==> src/rtl/mtr_drv.sv <==
// Converts signed PID speeds to complementary H-bridge PWM pairs with dead time; optional MTR_DUTY_CLAMP_EN.
// Latency: a captured speed applies from the next 2048-clk frame; outputs are registered; no backpressure.
module mtr_drv #(
    parameter int NONOVERLAP = 32
) (
    input  logic        clk,
    input  logic        rst_n,
    input  logic [10:0] lft_spd,
    input  logic [10:0] rght_spd,
    input  logic        drv_en,
    output logic        lft_PWM1,
    output logic        lft_PWM2,
    output logic        rght_PWM1,
    output logic        rght_PWM2,
    output logic        prd_strb
);

    localparam logic [5:0]  NOV      = 6'(NONOVERLAP);
    localparam logic [10:0] DUTY_MID = 11'h400;

    // Index 0 is the left side, index 1 the right side.
    logic [10:0]      r_cnt;
    logic [1:0][10:0] r_duty;
    logic [1:0]       r_raw;
    logic [1:0][5:0]  r_dt;
    logic [1:0]       r_pwm1;
    logic [1:0]       r_pwm2;
    logic             r_en_d;
    logic             r_prd_strb;

    logic [1:0][10:0] w_new_duty;
    logic [1:0]       w_raw_nxt;
    logic [1:0][5:0]  w_dt_nxt;
    logic [1:0]       w_act;
    logic             w_en_rise;

    function automatic logic [10:0] f_duty(input logic [10:0] spd);
        logic [10:0] d;
        d = {~spd[10], spd[9:0]};
`ifdef MTR_DUTY_CLAMP_EN
        if (d < 11'h040) begin
            d = 11'h040;
        end else if (d > 11'h7BF) begin
            d = 11'h7BF;
        end
`endif
        return d;
    endfunction

    // Disabling, re-enabling or a raw edge all restart the dead time, so the
    // outputs only ever come up after a full quiet interval.
    always_comb begin
        w_en_rise     = drv_en & ~r_en_d;
        w_new_duty[0] = f_duty(lft_spd);
        w_new_duty[1] = f_duty(rght_spd);
        for (int i = 0; i < 2; i++) begin
            w_raw_nxt[i] = (r_cnt < r_duty[i]);
            if (!drv_en || w_en_rise || (w_raw_nxt[i] != r_raw[i])) begin
                w_dt_nxt[i] = NOV;
            end else if (r_dt[i] != 6'd0) begin
                w_dt_nxt[i] = r_dt[i] - 6'd1;
            end else begin
                w_dt_nxt[i] = 6'd0;
            end
            w_act[i] = drv_en & (w_dt_nxt[i] == 6'd0);
        end
    end

    always_ff @(posedge clk or negedge rst_n) begin
        if (!rst_n) begin
            r_cnt      <= 11'd0;
            r_duty     <= {DUTY_MID, DUTY_MID};
            r_raw      <= 2'b00;
            r_dt       <= '0;
            r_pwm1     <= 2'b00;
            r_pwm2     <= 2'b00;
            r_en_d     <= 1'b0;
            r_prd_strb <= 1'b0;
        end else begin
            r_cnt      <= r_cnt + 11'd1;
            r_prd_strb <= (r_cnt == 11'd2046);
            r_en_d     <= drv_en;
            r_raw      <= w_raw_nxt;
            r_dt       <= w_dt_nxt;
            r_pwm1     <= w_act & w_raw_nxt;
            r_pwm2     <= w_act & ~w_raw_nxt;
            if (r_cnt == 11'h7FF) begin
                r_duty <= w_new_duty;
            end
        end
    end

    assign lft_PWM1  = r_pwm1[0];
    assign lft_PWM2  = r_pwm2[0];
    assign rght_PWM1 = r_pwm1[1];
    assign rght_PWM2 = r_pwm2[1];
    assign prd_strb  = r_prd_strb;

endmodule

==> config.mk <==
export PLATFORM = sky130hd
export DESIGN_NAME = mtr_drv
export DESIGN_NICKNAME = d
export VERILOG_FILES = /design/src/rtl/mtr_drv.sv
export SDC_FILE = /design/constraint.sdc
export NUM_CORES = 1
export LEC_CHECK = 0
export BUFFER_PORTS_ARGS = -buffer_cell sky130_fd_sc_hd__buf_2
export CORE_AREA = 5 5 80 82
export CTS_BUF_LIST = sky130_fd_sc_hd__clkbuf_8
export CTS_CLUSTER_DIAMETER = 100
export DETAILED_ROUTE_END_ITERATION = 6
export DIE_AREA = 0 0 85 87
export GPL_TIMING_DRIVEN = 1
export PLACE_DENSITY = 0.69
export SLEW_MARGIN = 15
export SYNTH_ARGS = -nofsm -noshare
export SYNTH_HDL_FRONTEND = slang
export SYNTH_SLANG_ARGS = --single-unit
==> constraint.sdc <==
create_clock -name clk -period 2.8 [get_ports clk]
set_clock_uncertainty 0.05 [all_clocks]
set_input_delay 0.28 -clock clk [delete_from_list [all_inputs] [get_ports clk]]
set_output_delay 0.28 -clock clk [all_outputs]
set_load 0.02 [all_outputs]
# --- Yosys cells after proc, flatten, opt, wreduce, memory -nomap -nowiden ---
# Index checks and enable logic that the tools add are counted.
totals:
  in_bits: 25
  latchBits: 0
  output_inout_bits: 5
  n_memories: 0
  ram_bits: 0
  romBits: 0
  ff_bits: 53
  elab_cells: 40
op_classes:
  add_sub_neg: 3
  n_mul: 0
  n_mux: 4
  div_mod_pow: 0
  n_eq_ne: 4
  bitwise_logic: 9
  n_lt_le_gt_ge: 2
  reduce_logical: 8
  shift: 0
op_table:
  columns: ["op", "count"]
  rows:
  - ["$mux 6", 4]
  - ["$eq 11x11->1 const B", 2]
  - ["$lt 11x11->1", 2]
  - ["$logic_not 6->1", 2]
  - ["$reduce_bool 6->1", 2]
  - ["$sub 6x1->6 const B", 2]
  - ["$add 11x1->11 const B", 1]
  - ["$and 2x2->2", 2]
  - ["$and 1x1->1", 3]
  - ["$logic_or 1x1->1", 3]
  - ["$not 1->1", 3]
  - ["$ne 1x1->1", 2]
  - ["$not 2->2", 1]
  - ["$logic_not 1->1", 1]

# --- Depth between registers and ports, before layout ---
# Gate-level depths: netlist of run 1.
logic_depth:
  depth_word: 8
  ltp_mapped: 7
  ltp_nobuf: 7

# --- Worst setup path after synthesis of run 1 ---
# OpenSTA, ideal clock, no wires.
synth_timing:
  path_type: "flip-flop to flip-flop"
  start: "reg r_duty[10] (netlist name)"
  end: "reg r_dt[5] (netlist name)"
  slack_ns: 0.702
  path_stages_with_launch: 8
  period_less_slack_ns: 2.098
  t_required_ns: 2.619
  arrival_time_ns: 1.917
  cell_sequence: "dfstp_2 inv_1 ha_1 nand4_1 nor3_1 a221o_1 o21a_1 or3_1"
synth_rtl:
  columns: ["element", "line_no", "rtl"]
  rows:
  - ["from (decl)", "23", "logic [1:0][10:0] r_duty;"]
  - ["from (signal assigned)", "72", "r_duty <= {DUTY_MID, DUTY_MID};"]
  - ["from (signal assigned)", "88", "r_duty <= w_new_duty;"]
  - ["to (signal assigned)", "84", "r_dt <= w_dt_nxt;"]
  - ["to (decl)", "25", "logic [1:0][5:0] r_dt;"]

==> results.json, run 1 <==
{
  "result_of_the_run": "finished clean",
  "critPathKind": "reg2reg",
  "postPlaceCellArea_um2": 2980,
  "dp_cells": 380,
  "num_io_pins": 30,
  "antenna_found_initial": 0,
  "numCtsBuffers": 5,
  "power_switching_uw": 333,
  "worst_skew_pair.late_latency_ps": 310,
  "worstRegToRegCells": 6,
  "grt_pass1_wl_mm": 8.36,
  "power.sequential.fraction_pct": 59.0,
  "clock-sinks": 53,
  "timing.reg2reg.setup_slack_ps": 580,
  "route.detailed.wl_per_inst_um": 12.6,
  "design_area_um2": 3070,
  "cts_setup_buffers": 0,
  "layout.cells.most_common_list": "sky130_fd_sc_hd__dfrtp_1 (51), sky130_fd_sc_hd__nand2_1 (34), sky130_fd_sc_hd__buf_2 (29), sky130_fd_sc_hd__inv_1 (28), sky130_fd_sc_hd__ha_1 (26)",
  "vias_in_the_first_global_route": 1943,
  "rsz0062_at_grt": "false",
  "reg2reg_from": "r_cnt[8]",
  "synth-seq-area-share_pct": 48.7,
  "placeableCoreArea_um2": 5680,
  "worstHoldPathCells": 2,
  "fmax_mhz": 451,
  "clock_power_share_pct": 31.2,
  "layout.cells.non_filler": 389,
  "setup_viol_count_final": 0,
  "fillerInstances": 534,
  "routed_wirelength_mm": 4.91,
  "vias": 2016,
  "floorplan.rows": 28,
  "dpl.hpwl_mm": 3.79,
  "cp-end-kind": "register",
  "antennaDiodeCount": 0,
  "detail_route.drc_violations": 0,
  "pwr_density_cell_nw_per_um2": 438,
  "detailedRoute.firstIterationViolations": 84,
  "globalRouteTotalUtil_pct": 14.0,
  "netlist_area_um2": 2730,
  "place.port_buffers": 29,
  "startpoint_type": "register",
  "distinct_cell_type_count_after_synthesis": 37,
  "ir_worst_vdd_mv": 0.260,
  "slew_headroom_pct": 62.4,
  "switching_fraction_pct": 24.7,
  "timing.final.max_slew_violations": 0,
  "clock_tree.buffer_depth": 2,
  "p_leak_nw": 1.55,
  "cp_data_required_time_ps": 2950,
  "max_cap_violations": 0,
  "antenna_left": 0,
  "grt_remaining_overflow": 0,
  "r2r_end": "r_dt[5]",
  "layout_worst_path_cycle_share_pct": 79.2,
  "worst-slew-pin-transition_ps": 563,
  "cts_root_buf": "sky130_fd_sc_hd__clkbuf_8",
  "yosys_register_bits": 53,
  "layout_commonest_cell": "sky130_fd_sc_hd__dfrtp_1",
  "yosysWarnings": 0,
  "min_path_type": "in2reg",
  "route.detailed.vias_per_inst": 5.18,
  "cts.reportedPaths.clkPinSlew_ps": 100,
  "syn_area_per_cell_um2": 9.86,
  "cts_max_level": 2,
  "p_comb_share_pct": 9.8,
  "syn-instance-count": 277,
  "number_of_nets_produced_by_synthesis": 328,
  "cell_internal_pwr_mw": 1.01,
  "cts_tree": "yes",
  "maximum_number_of_pins_on_one_net_before_global_route_repair": 35,
  "crit_fanout": 5,
  "min_from": "rght_spd[10]",
  "worst-endpoint-arrival_ps": 2370,
  "detailedRoute.firstPassIterationCount": 4,
  "synthToLayoutAreaGrowth_pct": 12.6,
  "whs_endpoint": "r_duty[21]",
  "drive_gt1_share_pct": 17.2,
  "final_period_minus_worst_setup_slack_ps": 2220,
  "die_area_um2": 7400,
  "initial_utilization_pct": 48.1,
  "sum_neg_setup_slack_ps": 0,
  "dieHeight_um": 87,
  "hold_viol": 0,
  "place_congestion": 0.774,
  "nets": 364,
  "die_width_um": 85
}
## power groups by stage
stage	Clock (mW)	Sequential (mW)	Combinational [mW]
after floorplan	0	0.806	0.0831
after global placement	0	0.809	0.131
after detailed placement	0	0.809	0.131
after CTS	0.436	0.794	0.134
after global routing	0.466	0.797	0.150
final	0.421	0.794	0.132
## final cells by class
type / instances / area [µm²] / area share [%]
Clock buffer: 5 / 68.8 / 2.24
Tap cell: 75 / 93.8 / 3.05
Clock inverter: 3 / 17.5 / 0.570
Timing Repair Buffer: 33 / 178 / 5.78
Multi-Input combinational cell: 192 / 1280 / 41.7
Inverter: 28 / 105 / 3.42
Sequential cell: 53 / 1330 / 43.2
## Yosys cell counts
cell type	number	area (µm²)
sky130_fd_sc_hd__dfstp_2	2	52.6
sky130_fd_sc_hd__or3_1	3	18.8
sky130_fd_sc_hd__mux2i_1	1	10.0
sky130_fd_sc_hd__a2111oi_0	5	43.8
sky130_fd_sc_hd__xnor2_1	10	87.6
sky130_fd_sc_hd__or4_1	1	7.51
sky130_fd_sc_hd__nand3_1	10	50.1
sky130_fd_sc_hd__nor3_1	13	65.1
sky130_fd_sc_hd__nand4_1	4	25.0
sky130_fd_sc_hd__or2_2	1	6.26
sky130_fd_sc_hd__or3_4	1	11.3
sky130_fd_sc_hd__dfrtp_1	51	1280
sky130_fd_sc_hd__o21a_1	3	22.5
sky130_fd_sc_hd__or3b_2	2	17.5
sky130_fd_sc_hd__nand2b_1	3	18.8
sky130_fd_sc_hd__o21ai_0	23	115
sky130_fd_sc_hd__buf_2	2	10.0
sky130_fd_sc_hd__inv_1	28	105
sky130_fd_sc_hd__nor2b_1	3	18.8
sky130_fd_sc_hd__a21oi_1	12	60.1
sky130_fd_sc_hd__o2111ai_1	1	8.76
sky130_fd_sc_hd__a221o_1	1	10.0
sky130_fd_sc_hd__ha_1	26	325
sky130_fd_sc_hd__xor2_1	2	17.5
sky130_fd_sc_hd__a211oi_1	1	7.51
sky130_fd_sc_hd__and2_1	4	25.0
sky130_fd_sc_hd__nor2_2	2	12.5
sky130_fd_sc_hd__a21o_1	4	30.0
sky130_fd_sc_hd__and4_1	1	8.76
sky130_fd_sc_hd__a31o_2	1	8.76
sky130_fd_sc_hd__nor2_1	11	41.3
sky130_fd_sc_hd__and3_1	1	6.26
sky130_fd_sc_hd__nand2_1	34	128
sky130_fd_sc_hd__mux2_2	4	45.0
sky130_fd_sc_hd__clkbuf_1	2	7.51
sky130_fd_sc_hd__nor4_1	3	18.8
sky130_fd_sc_hd__o31ai_1	1	7.51
## per-layer routing
| metal | global-route usage, % | up-vias | share of wire, % | routed length [µm] |
|---|---|---|---|---|
| met2 | 23.6 | 39 | 48 | 2360 |
| met5 | 0 | - | 0 | 0 |
| met3 | 3.78 | 8 | 4.3 | 211 |
| met4 | 5.04 | 0 | 2.0 | 96 |
| met1 | 17.4 | 943 | 46 | 2240 |
| li1 | - | 1026 | - | - |
## how the worst max path moves through the flow
stage / from / end / slack, ps / cells after the start
finish: r_cnt[8] / r_dt[5] / 580 / 6
detailed placement: r_cnt[8] / r_dt[5] / 580 / 6
floorplan: r_duty[10] / r_dt[5] / 700 / 7
CTS: r_duty[21] / r_dt[7] / 570 / 7
global placement: r_cnt[8] / r_dt[5] / 650 / 6
global route: r_duty[21] / r_dt[9] / 370 / 7
## registers in the layout (all words and copies together) (netlist names)
name      count
r_duty       22
r_dt         12
r_cnt        11
r_pwm1        2
r_pwm2        2
r_raw         2
prd_strb      1
r_en_d        1
## metrics by stage
| stage | worst slack, ps | hold slack [ps] | power (mW) | util, % |
|---|---|---|---|---|
| 2_1_floorplan | 702 | -65.6 | 0.889 | - |
| 3_3_place_gp | 646 | 192 | 0.939 | 52.4 |
| 3_5_place_dp | 583 | 188 | 0.940 | 52.4 |
| 4_1_cts | 570 | 43.3 | 1.36 | 54.1 |
| 5_1_grt | 374 | 37.8 | 1.41 | 54.1 |
| 6_report | 584 | 47.1 | 1.35 | 54.1 |
## what timing repair did
item	in CTS	in global routing
endpoints found under the hold margin	17	0
resized for setup	0	0
hold buffers	1	0
## worst max-delay path, cell delays in order, from the launching register on
cell and delay [ps]:
sky130_fd_sc_hd__dfrtp_1 450, sky130_fd_sc_hd__ha_1 340, sky130_fd_sc_hd__a21o_1 160, sky130_fd_sc_hd__a21o_1 170, sky130_fd_sc_hd__a221o_1 350, sky130_fd_sc_hd__o21a_1 250
sky130_fd_sc_hd__or3_1 350
## kinds of logic (layout without fill, tap and decap cells)
logic type / count (synthesis) / count (layout) / share of synthesized area (%)
DFF: 53 / 53 / 48.7
and+or+nand+nor: 97 / 97 / 17.6
xor gates and xnor gates: 12 / 12 / 3.85
buffers and inverters: 32 / 69 / 4.49
muxes: 5 / 5 / 2.02
adders and majority gates: 26 / 26 / 11.9
AOI/OAI and AO/OA: 52 / 52 / 11.5
Power figures use the tool's default switching activity.
==> inputs of run 2 (changes only) <==
--- a/config.mk
+++ b/config.mk
@@ -5,14 +5,15 @@
 export SDC_FILE = /design/constraint.sdc
 export NUM_CORES = 1
 export LEC_CHECK = 0
+export ABC_AREA = 1
 export BUFFER_PORTS_ARGS = -buffer_cell sky130_fd_sc_hd__buf_2
-export CORE_AREA = 5 5 80 82
+export CORE_AREA = 5 5 82 84
 export CTS_BUF_LIST = sky130_fd_sc_hd__clkbuf_8
 export CTS_CLUSTER_DIAMETER = 100
 export DETAILED_ROUTE_END_ITERATION = 6
-export DIE_AREA = 0 0 85 87
+export DIE_AREA = 0 0 87 89
 export GPL_TIMING_DRIVEN = 1
-export PLACE_DENSITY = 0.69
+export PLACE_DENSITY = 0.68
 export SLEW_MARGIN = 15
 export SYNTH_ARGS = -nofsm -noshare
 export SYNTH_HDL_FRONTEND = slang
==> constraint.sdc (replaced) <==
create_clock -name clk -period 2.2 [get_ports clk]
set_clock_uncertainty 0.05 [all_clocks]
set_input_delay 0.22 -clock clk [delete_from_list [all_inputs] [get_ports clk]]
set_output_delay 0.22 -clock clk [all_outputs]
set_load 0.02 [all_outputs]
==> results.json, run 2 <==
{
  "cts_root_buf": "sky130_fd_sc_hd__clkbuf_8",
  "timing.reg2reg.setup_slack_ps": 170,
  "post_synth_xor_area_fraction_pct": 3.09,
  "result_of_the_run": "finished clean",
  "min_path_type": "in2reg",
  "yosys_register_bits": 53,
  "timing.critical_path.slowest_stage_cell": "sky130_fd_sc_hd__dfstp_2",
  "synth-compound-area-share_pct": 6.54,
  "vias_in_the_first_global_route": 2032,
  "layout.cells.most_common_list": "sky130_fd_sc_hd__inv_1 (56), sky130_fd_sc_hd__dfrtp_1 (50), sky130_fd_sc_hd__nor2_1 (48), sky130_fd_sc_hd__nand2_1 (47), sky130_fd_sc_hd__buf_2 (29)",
  "number_of_nets_produced_by_synthesis": 374,
  "whs_endpoint": "r_duty[21]",
  "worst-endpoint-arrival_ps": 2170,
  "die_width_um": 87,
  "syn-instance-count": 323,
  "register_containing_the_most_flip_flops_in_the_final_layout": "r_duty",
  "place_congestion": 0.846,
  "clock_tree.buffer_depth": 2,
  "postSynth.asyncResetShare_pct": 100,
  "clock-sinks": 53,
  "die_area_um2": 7740,
  "grt_pass1_wl_mm": 8.76,
  "route.detailed.wl_per_inst_um": 11.3,
  "critical-path-top-cell-by-count": "sky130_fd_sc_hd__nand2_1",
  "ir_worst_vdd_mv": 0.369,
  "nets": 410,
  "dpl.hpwl_mm": 3.80,
  "sum_neg_setup_slack_ps": 0,
  "placeableCoreArea_um2": 5850,
  "cp_data_required_time_ps": 2340,
  "maximum_number_of_pins_on_one_net_before_global_route_repair": 29,
  "drive_gt1_share_pct": 15.0,
  "detailedRoute.firstPassIterationCount": 4,
  "antennaDiodeCount": 0,
  "timing.critical_path.slowest_cell_delay_ps": 540,
  "layout_worst_path_cycle_share_pct": 92.1,
  "combinational_family_with_the_most_area_after_synthesis": "simple AND/OR/NAND/NOR gates",
  "synth_most_common_cell": "sky130_fd_sc_hd__inv_1",
  "synth_enable_flop_cells": 0,
  "vias": 2078,
  "antenna_found_initial": 0,
  "antenna_left": 0,
  "reg2reg_from": "r_duty[21]",
  "detail_route.drc_violations": 0,
  "max_cap_violations": 0,
  "cp-end-kind": "register",
  "globalRouteTotalUtil_pct": 14.1,
  "pwr_density_cell_nw_per_um2": 560,
  "origin_of_the_worst_setup_path": "r_duty[21]",
  "muxShareOfSynthArea_pct": 0.530,
  "r2r_end": "r_pwm1[1]",
  "synth_area_leaders": "sky130_fd_sc_hd__dfrtp_1 (45%), sky130_fd_sc_hd__ha_1 (11%), sky130_fd_sc_hd__inv_1 (7.2%)",
  "grt_remaining_overflow": 0,
  "worst-slew-pin-transition_ps": 607,
  "num_io_pins": 30,
  "distinct_cell_type_count_after_synthesis": 30,
  "syn_area_per_cell_um2": 8.77,
  "route.detailed.vias_per_inst": 4.78,
  "fmax_mhz": 494,
  "rsz0062_at_grt": "false",
  "detailedRoute.firstIterationViolations": 50,
  "fillerInstances": 568,
  "crit_fanout": 3,
  "slew_headroom_pct": 59.5,
  "synthToLayoutAreaGrowth_pct": 12.5,
  "synth-seq-area-share_pct": 46.9,
  "netlist_area_um2": 2830,
  "routed_wirelength_mm": 4.90,
  "layout_commonest_cell": "sky130_fd_sc_hd__inv_1",
  "worstRegToRegCells": 14,
  "worst_skew_pair.late_latency_ps": 300,
  "min_from": "rght_spd[10]",
  "timing.final.max_slew_violations": 0,
  "top_area_cell_type_share_of_the_netlist_area_pct": 45.1,
  "cts_max_level": 2,
  "cts_tree": "yes",
  "yosys.area_share.adder_pct": 11.5,
  "largest_registers": "r_duty x22, r_dt x12, r_cnt x11",
  "cts.reportedPaths.clkPinSlew_ps": 90,
  "largest_reg_flops": 22,
  "place.port_buffers": 29,
  "synthTopCellsByCount": "sky130_fd_sc_hd__inv_1 (54), sky130_fd_sc_hd__dfrtp_1 (51), sky130_fd_sc_hd__nor2_1 (49)",
  "critPathKind": "reg2reg",
  "cts_setup_buffers": 0,
  "startpoint_type": "register",
  "p_leak_nw": 1.78,
  "p_total_mw": 1.78,
  "synth_simple_gate_area_share_pct": 23.2,
  "dieHeight_um": 89,
  "synthDominantAreaCellType": "sky130_fd_sc_hd__dfrtp_1",
  "dominantRegCellSynth": "sky130_fd_sc_hd__dfrtp_1",
  "yosysWarnings": 0,
  "hold_viol": 0,
  "initial_utilization_pct": 48.4,
  "setup_viol_count_final": 0,
  "worstPathCellList": "inv_1 -> ha_1 -> nand2_1 -> inv_1 -> nand2_1 -> nor2_1 -> nand2_1 -> nand3_1 -> nand2_1 -> nand2_1 -> nor2_2 -> o21ai_0 -> nand3_1 -> nor2_1",
  "worstHoldPathCells": 2,
  "final_period_minus_worst_setup_slack_ps": 2030,
  "numCtsBuffers": 5,
  "floorplan.rows": 28
}
run 2: cell count changes in the layout (fill, tap and decap cells not counted), moves of 4 or more:
cell,before,now
sky130_fd_sc_hd__nand2_1,34,47
sky130_fd_sc_hd__a2111oi_0,5,0
sky130_fd_sc_hd__inv_1,28,56
sky130_fd_sc_hd__nor2_1,10,48
sky130_fd_sc_hd__mux2_2,4,0
sky130_fd_sc_hd__nor3_1,13,5
sky130_fd_sc_hd__xnor2_1,10,4
sky130_fd_sc_hd__xor2_1,2,6
sky130_fd_sc_hd__o21ai_0,23,6
sky130_fd_sc_hd__a21oi_1,12,27
run 2: final cells by class:
type                    instances  area [µm²]  area share, %
clock buffers                   5        68.8           2.16
flip-flops and latches         53        1330           41.8
repair buffers                 33         205           6.44
well taps                      75        93.8           2.95
clock inverters                 3        12.5          0.393
multi-input cells             212        1270           39.9
inverters                      54         203           6.36
run 2: kinds of logic after synthesis:
family          Yosys count
xor+xnor                 10
mux                       1
flops                    53
simple gates            139
fa+ha+maj                26
compound gates           36
buf+inv                  58
run 2: per-stage QoR:
step	util (%)	hold slack [ps]	std cells	area [µm²]	setup WS, ps
final	54.4	52.6	435	3190	174
after global routing	54.4	43.0	435	3190	3.68
after CTS	54.2	4.69	434	3170	131
after detailed placement	52.7	221	425	3080	158
after global placement	52.7	211	425	3080	257
after floorplan	-	-126	323	2830	336
run 2: worst max-delay path by stage:
stage,depth (start not counted),to,slack (ps)
final,14,r_pwm1[1],170
after global routing,11,r_pwm2[0],4
after CTS,11,r_pwm1[1],130
after detailed placement,14,r_pwm1[1],160
after global placement,11,r_pwm1[1],260
after floorplan,11,r_pwm1[1],340
run 2: power breakdown:
part           switching [mW]  internal [mW]  total [mW]  leakage [nW]
combinational           0.140         0.0968       0.237          1.09
clock                   0.298          0.215       0.513        0.0505
sequential             0.0212           1.01        1.03         0.643
total                   0.459           1.32        1.78          1.78
run 2: timing repair:
action | 4_1_cts | 5_1_grt
gates resized for setup | 0 | 2
hold buffers | 1 | 1
endpoints found under the hold margin | 25 | 1
setup endpoints to repair | 0 | 4
run 2: worst max-delay path, delay by kind of cell (launching register included):
family | cells | cell delay (ps)
compound gates | 1 | 110
fa+ha+maj | 1 | 280
buf+inv | 2 | 80
flops | 1 | 540
simple gates | 10 | 860
run 2: routing by layer:
| metal | GRT usage (%) | up-vias | routed length [µm] |
|---|---|---|---|
| li1 | - | 1095 | - |
| met1 | 17.9 | 954 | 2330 |
| met2 | 24.9 | 22 | 2380 |
| met3 | 2.21 | 7 | 135 |
| met4 | 4.25 | 0 | 54 |
| met5 | 0 | - | 0 |
